**config.mk**
```make
export PLATFORM = sky130hd
export DESIGN_NAME = centroid_tracker_flat
export DESIGN_NICKNAME = d
export VERILOG_FILES = /design/src/rtl/centroid_tracker_if.sv /design/src/rtl/centroid_tracker.sv /design/src/flat_wrapper.sv
export SDC_FILE = /design/constraint.sdc
export NUM_CORES = 1
export LEC_CHECK = 0
export CAP_MARGIN = 30
export CORE_MARGIN = 4
export CORE_UTILIZATION = 60
export DETAILED_ROUTE_END_ITERATION = 12
export PLACE_DENSITY = 0.79
export SLEW_MARGIN = 20
export SYNTH_ARGS = -nofsm -noshare
export SYNTH_HDL_FRONTEND = slang
export SYNTH_SLANG_ARGS = --single-unit
```
**constraint.sdc**
```tcl
create_clock -name clk_in -period 4.82 [get_ports clk_in]
set_input_delay 0.482 -clock clk_in [delete_from_list [all_inputs] [get_ports clk_in]]
set_output_delay 0.482 -clock clk_in [all_outputs]
set_load 0.01 [all_outputs]
```
**src/rtl/centroid_tracker_if.sv**
```systemverilog
// Pixel-stream and centroid-result bundle between the mask pipeline, the tracker and its consumers.
interface centroid_tracker_if #(
  parameter int H_W = 11,
  parameter int V_W = 10
);
  logic [H_W-1:0] hcount_in;
  logic [V_W-1:0] vcount_in;
  logic           valid_in;
  logic           mask_in;
  logic           frame_done_in;
  logic [H_W-1:0] x_out;
  logic [V_W-1:0] y_out;
  logic           valid_out;
  logic           busy_out;
  logic           crosshair_out;

  modport master (
    output hcount_in, vcount_in, valid_in, mask_in, frame_done_in,
    input  x_out, y_out, valid_out, busy_out, crosshair_out
  );

  modport slave (
    input  hcount_in, vcount_in, valid_in, mask_in, frame_done_in,
    output x_out, y_out, valid_out, busy_out, crosshair_out
  );
endinterface

```
**src/rtl/centroid_tracker.sv**
```systemverilog
// Per-frame centroid of the thresholded mask: x/y sums and set-pixel count,
// divided at end of frame by two parallel restoring dividers; drives the crosshair overlay.
//
// state  | meaning
// ACCUM  | waiting for frame_done_in, divider idle
// DIVIDE | one quotient bit per cycle for both axes, SUM_W cycles
// DONE   | load quotients into x/y outputs and raise valid_out for the next cycle
module centroid_tracker #(
  parameter int H_W   = 11,
  parameter int V_W   = 10,
  parameter int SUM_W = 32,
  parameter int CNT_W = 20
) (
  input logic               clk_in,
  input logic               rst_n_in,
  centroid_tracker_if.slave px
);

  localparam int IT_W = $clog2(SUM_W);

  typedef enum logic [1:0] {ACCUM, DIVIDE, DONE} state_t;

  state_t             state_q, state_d;
  logic [SUM_W-1:0]   sum_x_q, sum_y_q;
  logic [CNT_W-1:0]   count_q;
  logic [SUM_W-1:0]   dvd_x_q, dvd_y_q, dvd_x_d, dvd_y_d;
  logic [CNT_W-1:0]   rem_x_q, rem_y_q, rem_x_d, rem_y_d;
  logic [CNT_W-1:0]   div_q;
  logic [IT_W-1:0]    iter_q;
  logic [H_W-1:0]     x_q;
  logic [V_W-1:0]     y_q;
  logic               valid_q;
  logic               cross_q;
  logic               pix_hit;
  logic               snap_en;
  logic               out_en;
  logic [CNT_W:0]     trial_x, trial_y;
  logic               ge_x, ge_y;

  assign pix_hit = px.valid_in & px.mask_in;

  always_ff @(posedge clk_in or negedge rst_n_in) begin
    if (!rst_n_in) state_q <= ACCUM;
    else           state_q <= state_d;
  end

  always_comb begin
    state_d = state_q;
    snap_en = 1'b0;
    out_en  = 1'b0;
    case (state_q)
      ACCUM: begin
        if (px.frame_done_in && (count_q != '0)) begin
          snap_en = 1'b1;
          state_d = DIVIDE;
        end
      end
      DIVIDE: begin
        if (iter_q == '0) state_d = DONE;
      end
      DONE: begin
        out_en  = 1'b1;
        state_d = ACCUM;
      end
      default: state_d = ACCUM;
    endcase
  end

  // A pixel coincident with frame_done seeds the next frame instead of the snapshot.
  always_ff @(posedge clk_in or negedge rst_n_in) begin
    if (!rst_n_in) begin
      sum_x_q <= '0;
      sum_y_q <= '0;
      count_q <= '0;
    end else if (px.frame_done_in) begin
      sum_x_q <= pix_hit ? SUM_W'(px.hcount_in) : '0;
      sum_y_q <= pix_hit ? SUM_W'(px.vcount_in) : '0;
      count_q <= pix_hit ? CNT_W'(1) : '0;
    end else if (pix_hit) begin
      sum_x_q <= sum_x_q + SUM_W'(px.hcount_in);
      sum_y_q <= sum_y_q + SUM_W'(px.vcount_in);
      count_q <= count_q + CNT_W'(1);
    end
  end

  // Remainder is always below the divisor, so the subtraction fits in CNT_W bits.
  always_comb begin
    trial_x = {rem_x_q, dvd_x_q[SUM_W-1]};
    trial_y = {rem_y_q, dvd_y_q[SUM_W-1]};
    ge_x    = trial_x >= {1'b0, div_q};
    ge_y    = trial_y >= {1'b0, div_q};
    rem_x_d = ge_x ? (trial_x[CNT_W-1:0] - div_q) : trial_x[CNT_W-1:0];
    rem_y_d = ge_y ? (trial_y[CNT_W-1:0] - div_q) : trial_y[CNT_W-1:0];
    dvd_x_d = {dvd_x_q[SUM_W-2:0], ge_x};
    dvd_y_d = {dvd_y_q[SUM_W-2:0], ge_y};
  end

  always_ff @(posedge clk_in or negedge rst_n_in) begin
    if (!rst_n_in) begin
      dvd_x_q <= '0;
      dvd_y_q <= '0;
      rem_x_q <= '0;
      rem_y_q <= '0;
      div_q   <= '0;
      iter_q  <= '0;
    end else if (snap_en) begin
      dvd_x_q <= sum_x_q;
      dvd_y_q <= sum_y_q;
      rem_x_q <= '0;
      rem_y_q <= '0;
      div_q   <= count_q;
      iter_q  <= IT_W'(SUM_W - 1);
    end else if (state_q == DIVIDE) begin
      dvd_x_q <= dvd_x_d;
      dvd_y_q <= dvd_y_d;
      rem_x_q <= rem_x_d;
      rem_y_q <= rem_y_d;
      iter_q  <= iter_q - IT_W'(1);
    end
  end

  always_ff @(posedge clk_in or negedge rst_n_in) begin
    if (!rst_n_in) begin
      x_q     <= '0;
      y_q     <= '0;
      valid_q <= 1'b0;
      cross_q <= 1'b0;
    end else begin
      if (out_en) begin
        x_q <= dvd_x_q[H_W-1:0];
        y_q <= dvd_y_q[V_W-1:0];
      end
      valid_q <= out_en;
      cross_q <= (px.hcount_in == x_q) || (px.vcount_in == y_q);
    end
  end

  assign px.x_out         = x_q;
  assign px.y_out         = y_q;
  assign px.valid_out     = valid_q;
  assign px.busy_out      = (state_q == DIVIDE);
  assign px.crosshair_out = cross_q;

endmodule

```
**src/flat_wrapper.sv**
```systemverilog
// flat-port wrapper written by rule: the top's interface ports become plain ports
module centroid_tracker_flat 
#(
  parameter int H_W   = 11,
  parameter int V_W   = 10,
  parameter int SUM_W = 32,
  parameter int CNT_W = 20
)
  (clk_in, rst_n_in, px_hcount_in, px_vcount_in, px_valid_in, px_mask_in, px_frame_done_in, px_x_out, px_y_out, px_valid_out, px_busy_out, px_crosshair_out);
  centroid_tracker_if #(.H_W(H_W), .V_W(V_W)) px_i ();
  input logic clk_in;
  input logic rst_n_in;
  input wire logic [$bits(px_i.hcount_in)-1:0] px_hcount_in;
  input wire logic [$bits(px_i.vcount_in)-1:0] px_vcount_in;
  input wire logic [$bits(px_i.valid_in)-1:0] px_valid_in;
  input wire logic [$bits(px_i.mask_in)-1:0] px_mask_in;
  input wire logic [$bits(px_i.frame_done_in)-1:0] px_frame_done_in;
  output wire logic [$bits(px_i.x_out)-1:0] px_x_out;
  output wire logic [$bits(px_i.y_out)-1:0] px_y_out;
  output wire logic [$bits(px_i.valid_out)-1:0] px_valid_out;
  output wire logic [$bits(px_i.busy_out)-1:0] px_busy_out;
  output wire logic [$bits(px_i.crosshair_out)-1:0] px_crosshair_out;
  assign px_i.hcount_in = px_hcount_in;
  assign px_i.vcount_in = px_vcount_in;
  assign px_i.valid_in = px_valid_in;
  assign px_i.mask_in = px_mask_in;
  assign px_i.frame_done_in = px_frame_done_in;
  assign px_x_out = px_i.x_out;
  assign px_y_out = px_i.y_out;
  assign px_valid_out = px_i.valid_out;
  assign px_busy_out = px_i.busy_out;
  assign px_crosshair_out = px_i.crosshair_out;
  centroid_tracker #(.H_W(H_W), .V_W(V_W), .SUM_W(SUM_W), .CNT_W(CNT_W)) u_core (.clk_in(clk_in), .rst_n_in(rst_n_in), .px(px_i));
endmodule
```
== Word-level counts from Yosys, hierarchy flattened ==
Index checks and enable logic that the tools add are counted.
Storage, ports and cells
  bits in registers: 238
  word-level logic and storage cells: 64
  bits in writable memories: 0
  latch bits: 0
  bits in read-only memories: 0
  output and inout port bits: 24
  memories kept: 0
  input port bits: 26
Operators by class
  bitwise gates (word level): 1
  equality and inequality tests: 6
  reductions and logical operators: 8
  multiply operators: 0
  $add $sub $neg: 6
  muxes and demuxes: 27
  $lt $le $gt $ge: 2
  div/mod/pow operators: 0
  shifts and indexed selects: 0
Operators with widths (number)
  32-bit 2-to-1 mux: 8
  20-bit 2-to-1 mux: 8
  21-bit by 20-bit greater-or-equal comparator with 1-bit output: 2
  20-bit subtractor: 2
  32-bit by 10-bit adder with 32-bit output: 1
  32-bit by 11-bit adder with 32-bit output: 1
  20-bit by 1-bit adder with 20-bit output, second input constant: 1
  20-bit nonzero test: 1
  11-bit == test: 1
  11-bit 2-to-1 mux: 1
  10-bit == test: 1
  10-bit 2-to-1 mux: 1
  5-bit 2-to-1 mux: 2
  5-bit zero test: 1
  5-bit by 1-bit subtractor with 5-bit output, second input constant: 1
  1-bit 2-to-1 mux: 4
  2-bit 2-to-1 mux: 2
  2-bit by 1-bit != test with 1-bit output, second input constant: 2
  2-bit one-hot mux with 2 select lines: 1
  2-bit nonzero test: 2
  2-bit by 1-bit == test with 1-bit output, second input constant: 1
  2-bit == test, second input constant: 1
  2-bit zero test: 1
  2-bit AND reduction: 1
  other kinds (3): 3

== Depth between registers and ports, before layout ==
Gate-level depths: netlist of run 1.
  word-level depth: 5
  mapped depth: 13
  mapped depth without buffers: 11

== Worst setup path before layout of run 1 ==
Ideal clock, no wire load.
  path kind: in2reg
  start point: input px_hcount_in[0]
  end point: register u_core.sum_x_q[12]
  required time: 4.688 ns
  slack: 2.006 ns
  stages on the path: 11
  setup time: 0.132 ns
  arrival time: 2.682 ns
  buffers on the path: 1
  path through: ha_1 fa_1 a21o_1 a21oi_1 o21bai_1 a2111oi_0 o41a_1 clkbuf_1 nor3b_1 xnor2_1 nor2_1
Between the ends
  longest elaborated chain between the ends: 3
Ends and longest elaborated chain
  start, declared: RTL line flat_wrapper.sv:13  | input wire logic [$bits(px_i.hcount_in)-1:0] px_hcount_in;
  32-bit by 11-bit adder with 32-bit output: RTL line centroid_tracker.sv:80  | sum_x_q <= sum_x_q + SUM_W'(px.hcount_in);
  32-bit 2-to-1 mux: RTL line centroid_tracker.sv:79  | end else if (pix_hit) begin
  32-bit 2-to-1 mux: RTL line centroid_tracker.sv:75  | end else if (px.frame_done_in) begin
  end signal, assigned: RTL line centroid_tracker.sv:76  | sum_x_q <= pix_hit ? SUM_W'(px.hcount_in) : '0;
  end signal, assigned: RTL line centroid_tracker.sv:80
  end, declared: RTL line centroid_tracker.sv:24  | logic [SUM_W-1:0] sum_x_q, sum_y_q;
Every way passes these cells. The select of a mux whose other input is x is not followed.
A chain may end at the register's enable or synchronous reset.

== Worst setup path in the final report of run 1 ==
  start point: input px_vcount_in[0]
  end point: register u_core.sum_y_q[16]
Between the ends
  longest elaborated chain between the ends: 3
Ends and longest elaborated chain
  start, declared: RTL line flat_wrapper.sv:14  | input wire logic [$bits(px_i.vcount_in)-1:0] px_vcount_in;
  32-bit by 10-bit adder with 32-bit output: RTL line centroid_tracker.sv:81  | sum_y_q <= sum_y_q + SUM_W'(px.vcount_in);
  32-bit 2-to-1 mux: RTL line centroid_tracker.sv:79
  32-bit 2-to-1 mux: RTL line centroid_tracker.sv:75
  end signal, assigned: RTL line centroid_tracker.sv:77  | sum_y_q <= pix_hit ? SUM_W'(px.vcount_in) : '0;
  end signal, assigned: RTL line centroid_tracker.sv:81
  end, declared: RTL line centroid_tracker.sv:24
Every way passes these cells. The select of a mux whose other input is x is not followed.

==> flow_metrics.tcl, run 1 <==
set metrics [dict create \
    status "complete, no violations" \
    track_usage_pct 25.8 \
    gp_congestion 0.856 \
    fillers 1684 \
    worst_pin_slew_ns 1.00 \
    leakagePower_nw 6.76 \
    insertedDiodeCount 0 \
    cp.arrival_ns 3.75 \
    cts_tree "yes" \
    coreArea_mm2 0.0221 \
    dp_hpwl_um 20800 \
    startpoint_type "input pin" \
    drt_iter0_drc 831 \
    setup_ws_ns 1.53 \
    grt_first_pass_wirelength_um 53500 \
    slew_viol_final 0 \
    syn_area_mm2 0.0136 \
    end_kind "flip-flop" \
    layout_commonest_cell "dfrtp_1" \
    cts-root-buf "clkbuf_16" \
    viasPerCell 6.10 \
    p_per_area_mw_per_mm2 685 \
    numPortBuffers 49 \
    cts_sinks 238 \
    setup_viol 0 \
    slew_headroom_pct 33.3 \
    max-clock-path-buffers 3 \
    antenna_found_initial 0 \
    synth-edff-count 0 \
    pre_cts_ws_ns 1.04 \
    grt_util_met3_pct 3.78 \
    synthArstFlopShare_pct 100 \
    overflow 0 \
    die_area_mm2 0.0252 \
    synth_nets 1580 \
    syn_inst 1485 \
    drtPass1Iterations 5 \
    period_needed_ns 3.29 \
    nets 1597 \
    avgRoutedWirePerCell_um 17.6 \
    cts_hold_buf 0 \
    worstSkewPairLatency_ns 0.54 \
    ctsHtreeMaxLevel 1 \
    busiest_layer "met2" \
    post-route-period-util_pct 68.3 \
    required_ns 5.28 \
    dieWidth_um 159 \
    clk_pin_slew_ns 0.06 \
    fin_tns_setup_ns 0 \
    hold_viol 0 \
    rsz0062_at_grt "no" \
    seq_area_frac_synth_pct 43.8 \
    drc 0 \
    cts_setup_buffers 0 \
    peakVddDrop_mv 0.350 \
    gr-usage-met1_pct 34.6 \
    drive_gt1_share_pct 7.10 \
    initial_core_util_pct 61.6 \
    ys_seq_elements 238 \
    grt.met2_usage_pct 42.9 \
    numCtsBuffers 26 \
    detail-route-antenna-nets 0 \
    worst_hold_path_type "in2async" \
    drt-total-wl_um 31700 \
    synth_warnings 0 \
    finClkSkew_ns 0.0226 \
    fmax_mhz 304 \
    grt_max_degree 132 \
    syn_area_per_cell_um2 9.16 \
    ctsResizeCount 0 \
    synth.distinct_cells 69 \
    rows 54 \
    maxCapViolCount 0 \
    die_y_um 159 \
    pin_count 50 \
    layout_common_cells "238 x dfrtp_1, 214 x nand2_1, 115 x nor2_1" \
    synth_ff_type "dfrtp_1" \
    num_vias 11000 \
    worstPathMaxFanout 8 \
    grt_pass1_vias 10800 \
    areaGrowthSynthToFinish_pct 12.1 \
    critPathKind "in2reg" \
]
[synth_stat cells (16+ instances only)]
master / n / area share, %
nand4_1: 19 / 0.87
dfrtp_1: 238 / 44
xnor2_1: 52 / 3.3
a21o_1: 21 / 1.2
o21ai_0: 104 / 3.8
a21oi_1: 64 / 2.4
nor2_1: 116 / 3.2
inv_1: 54 / 1.5
nor3_1: 34 / 1.3
nand2_1: 214 / 5.9
ha_1: 65 / 6.0
or3_1: 16 / 0.74
xor2_1: 62 / 4.0
mux2i_1: 21 / 1.5
mux2_2: 27 / 2.2
a22oi_1: 62 / 3.4
clkbuf_1: 57 / 1.6
nand3_1: 64 / 2.4
[routing by layer]
metal / share of wire (%) / wire length [um]
met5: 0 / 0
met4: 3.9 / 1250
met3: 4.4 / 1390
met2: 47 / 15000
met1: 44 / 14000
[sequential cells by signal, indices dropped and copies added, names as in the netlist, 10 cells and up]
signal / flops
u_core.px.x_out: 11
u_core.div_q: 20
u_core.dvd_x_q: 32
u_core.px.y_out: 10
u_core.sum_x_q: 32
u_core.dvd_y_q: 32
u_core.rem_x_q: 20
u_core.rem_y_q: 20
u_core.count_q: 20
u_core.sum_y_q: 32
[metrics by stage]
step,hold WS (ns),cells,total power (W),area (um2),util (%)
finish,0.0487,1801,0.0104,15300,69.1
global route,0.128,1801,0.0113,15300,69.1
global placement,0.458,1754,0.00801,14300,64.8
CTS,0.107,1801,0.0105,15300,69.1
floorplan,0.186,1485,0.00697,13600,-
detailed placement,0.463,1754,0.00823,14300,64.8
[layout make-up]
class	count	area [um2]	share of cell area (%)
multi-input combinational	1119	7160	46.9
sequential	238	5960	39.0
clock buffer	36	748	4.90
timing repair buffer	63	636	4.17
tap	280	350	2.30
clock inverter	11	205	1.34
inverter	54	204	1.34
[final timing paths]
check,startpoint,to,slack [ns],depth (start not counted)
worst max register to register,u_core.sum_y_q[0],u_core.sum_y_q[16],1.63,11
worst max-delay path,px_vcount_in[0],u_core.sum_y_q[16],1.53,12
worst min register to register,u_core.dvd_y_q[10],u_core.dvd_y_q[10],0.47,2
max in group asynchronous,rst_n_in,u_core.dvd_y_q[29],3.68,2
min in group clk_in,px_frame_done_in,u_core.sum_x_q[16],0.37,2
worst min-delay path,rst_n_in,u_core.rem_x_q[13],0.05,1
[logic make-up (layout without fill, tap and decap cells)]
logic type / after synthesis / count (layout) / synth area share [%]
xor gates and xnor gates: 114 / 114 / 7.34
AOI/OAI and AO/OA: 343 / 343 / 16.4
adders and majority gates: 69 / 69 / 6.57
DFF: 238 / 238 / 43.8
muxes: 48 / 48 / 3.78
buffers and inverters: 128 / 164 / 3.72
and+or+nand+nor: 545 / 545 / 18.4
[report_power, final]
group          internal (W)  total, W  switching [W]  leakage (nW)
Combinational       0.00223   0.00522        0.00299          3.14
Clock               0.00136   0.00218       0.000829         0.465
Sequential          0.00261   0.00304       0.000423          3.15
Total               0.00620    0.0104        0.00425          6.76
[critical path, cell delays in order]
cell and delay [ns]:
clkdlybuf4s50_1 0.52, ha_1 0.19, inv_1 0.05, fa_1 0.39, nor2b_1 0.18, o21ai_0 0.11, a21boi_0 0.29, o21ai_0 0.22
a211oi_2 0.42, nor2_1 0.23, or4_1 0.50, a21oi_1 0.15
(Power assumes the default switching activity.)
==> run 2: changes to the inputs <==
- clock period: 4.82 -> 3.05 ns (I/O delays scaled with it)
==> flow_metrics.tcl, run 2 (synthesis gave the netlist of run 1 again) <==
set metrics [dict create \
    avgRoutedWirePerCell_um 18.0 \
    drt-total-wl_um 33000 \
    drc 0 \
    grt_pass1_vias 11200 \
    numCtsBuffers 26 \
    setup_viol 0 \
    ctsHtreeMaxLevel 1 \
    end_kind "flip-flop" \
    num_vias 11300 \
    layout_common_cells "238 x dfrtp_1, 214 x nand2_1, 114 x nor2_1" \
    detail-route-antenna-nets 0 \
    worstPathMaxFanout 9 \
    grt_first_pass_wirelength_um 54900 \
    cts_sinks 238 \
    initial_core_util_pct 61.6 \
    post-route-period-util_pct 95.5 \
    required_ns 3.51 \
    antenna_found_initial 2 \
    slew_headroom_pct 50.9 \
    final_core_utilization_pct 70.5 \
    track_usage_pct 26.5 \
    viasPerCell 6.14 \
    nets 1635 \
    peakVddDrop_mv 0.614 \
    rsz0062_at_grt "yes" \
    startpoint_type "flip-flop" \
    total_power_w 0.0168 \
    cts_tree "yes" \
    layout_commonest_cell "dfrtp_1" \
    numPortBuffers 49 \
    worst_pin_slew_ns 0.736 \
    clk_pin_slew_ns 0.06 \
    drtPass1Iterations 6 \
    dp_hpwl_um 21700 \
    fin_tns_setup_ns 0 \
    dieWidth_um 159 \
    fillers 1661 \
    worstSkewPairLatency_ns 0.54 \
    areaGrowthSynthToFinish_pct 14.5 \
    fmax_mhz 343 \
    slew_viol_final 0 \
    critPathKind "reg2reg" \
    overflow 0 \
    cts-root-buf "clkbuf_16" \
    drt_iter0_drc 776 \
    coreArea_mm2 0.0221 \
    grt_max_degree 119 \
    cp.arrival_ns 3.37 \
    maxCapViolCount 0 \
    die_y_um 159 \
    finClkSkew_ns 0.0172 \
    worst_hold_path_type "in2reg" \
    die_area_mm2 0.0252 \
    drive_gt1_share_pct 9.30 \
    max-clock-path-buffers 3 \
    p_per_area_mw_per_mm2 1080 \
    rows 54 \
    status "complete, no violations" \
    gp_congestion 0.862 \
    period_needed_ns 2.91 \
    leakagePower_nw 6.95 \
    hold_viol 0 \
    pin_count 50 \
]
run 2: cell count changes in the layout (fill, tap and decap cells not counted), sizes merged:
cell	previous run	this run
diode	0	1
clkbuf	36	37
buf	16	53
dlygate4sd3	0	1
clkinvlp	1	0
run 2: final cells by class:
class | instances | area, um2 | share of cell area [%]
Multi-Input combinational cell | 1119 | 7170 | 46.0
Sequential cell | 238 | 5960 | 38.2
Timing Repair Buffer | 101 | 965 | 6.19
Clock buffer | 37 | 742 | 4.76
Tap cell | 280 | 350 | 2.25
Inverter | 54 | 204 | 1.31
Clock inverter | 10 | 190 | 1.22
Antenna cell | 1 | 2.50 | 0.0161
run 2: path summary, 6_finish.rpt:
check | start | end | slack, ns | depth (start not counted)
max in group asynchronous | rst_n_in | u_core.px.x_out[6] | 1.83 | 3
worst min register to register | u_core.dvd_y_q[10] | u_core.dvd_y_q[10] | 0.48 | 2
worst max-delay path | u_core.div_q[1] | u_core.rem_y_q[16] | 0.14 | 11
min in group asynchronous | rst_n_in | u_core.rem_x_q[15] | 0.36 | 2
worst max register to register | u_core.div_q[1] | u_core.rem_y_q[16] | 0.14 | 11
worst min-delay path | px_frame_done_in | u_core.div_q[16] | 0.23 | 4
run 2: timing repair:
| item | in CTS | in global routing |
|---|---|---|
| hold buffers | 1 | 0 |
| gates resized for setup | 0 | 6 |
| setup buffers | 0 | 2 |
| hold endpoints to repair | 92 | 0 |
| setup endpoints to repair | 0 | 20 |
run 2: layer usage:
layer / part of all wire (%) / vias to the layer above / GRT usage (%)
li1: - / 5378 / -
met1: 42 / 5536 / 33.6
met2: 49 / 305 / 45.5
met3: 5.1 / 81 / 4.48
met4: 4.0 / 2 / 10.7
met5: 0.042 / - / 0
run 2: per-stage QoR:
step / hold slack, ns / worst slack, ns / instance area (um2) / instances
final: 0.233 / 0.138 / 15600 / 1840
after global routing: 0.250 / -0.0416 / 15600 / 1840
after CTS: 0.224 / 0.0675 / 15500 / 1837
after detailed placement: 0.376 / -0.337 / 14600 / 1789
after global placement: 0.381 / -0.330 / 14600 / 1789
after floorplan: 0.00941 / 0.341 / 13600 / 1485
run 2: critical path, cell delays in order, from the launching register on:
cell,delay [ns]
dfrtp_1,0.36
inv_1,0.11
ha_1,0.30
nor2b_1,0.16
o211ai_1,0.12
a21boi_2,0.24
o21bai_4,0.10
a31o_1,0.27
o41a_1,0.38
buf_4,0.20
or4_4,0.51
o211ai_2,0.08
run 2: where the power goes:
group          leakage [nW]  total, W  internal (W)  switching (W)
registers              3.15   0.00481       0.00413       0.000677
clock network         0.457   0.00341       0.00211        0.00130
logic                  3.34   0.00854       0.00374        0.00480
total                  6.95    0.0168       0.00999        0.00677
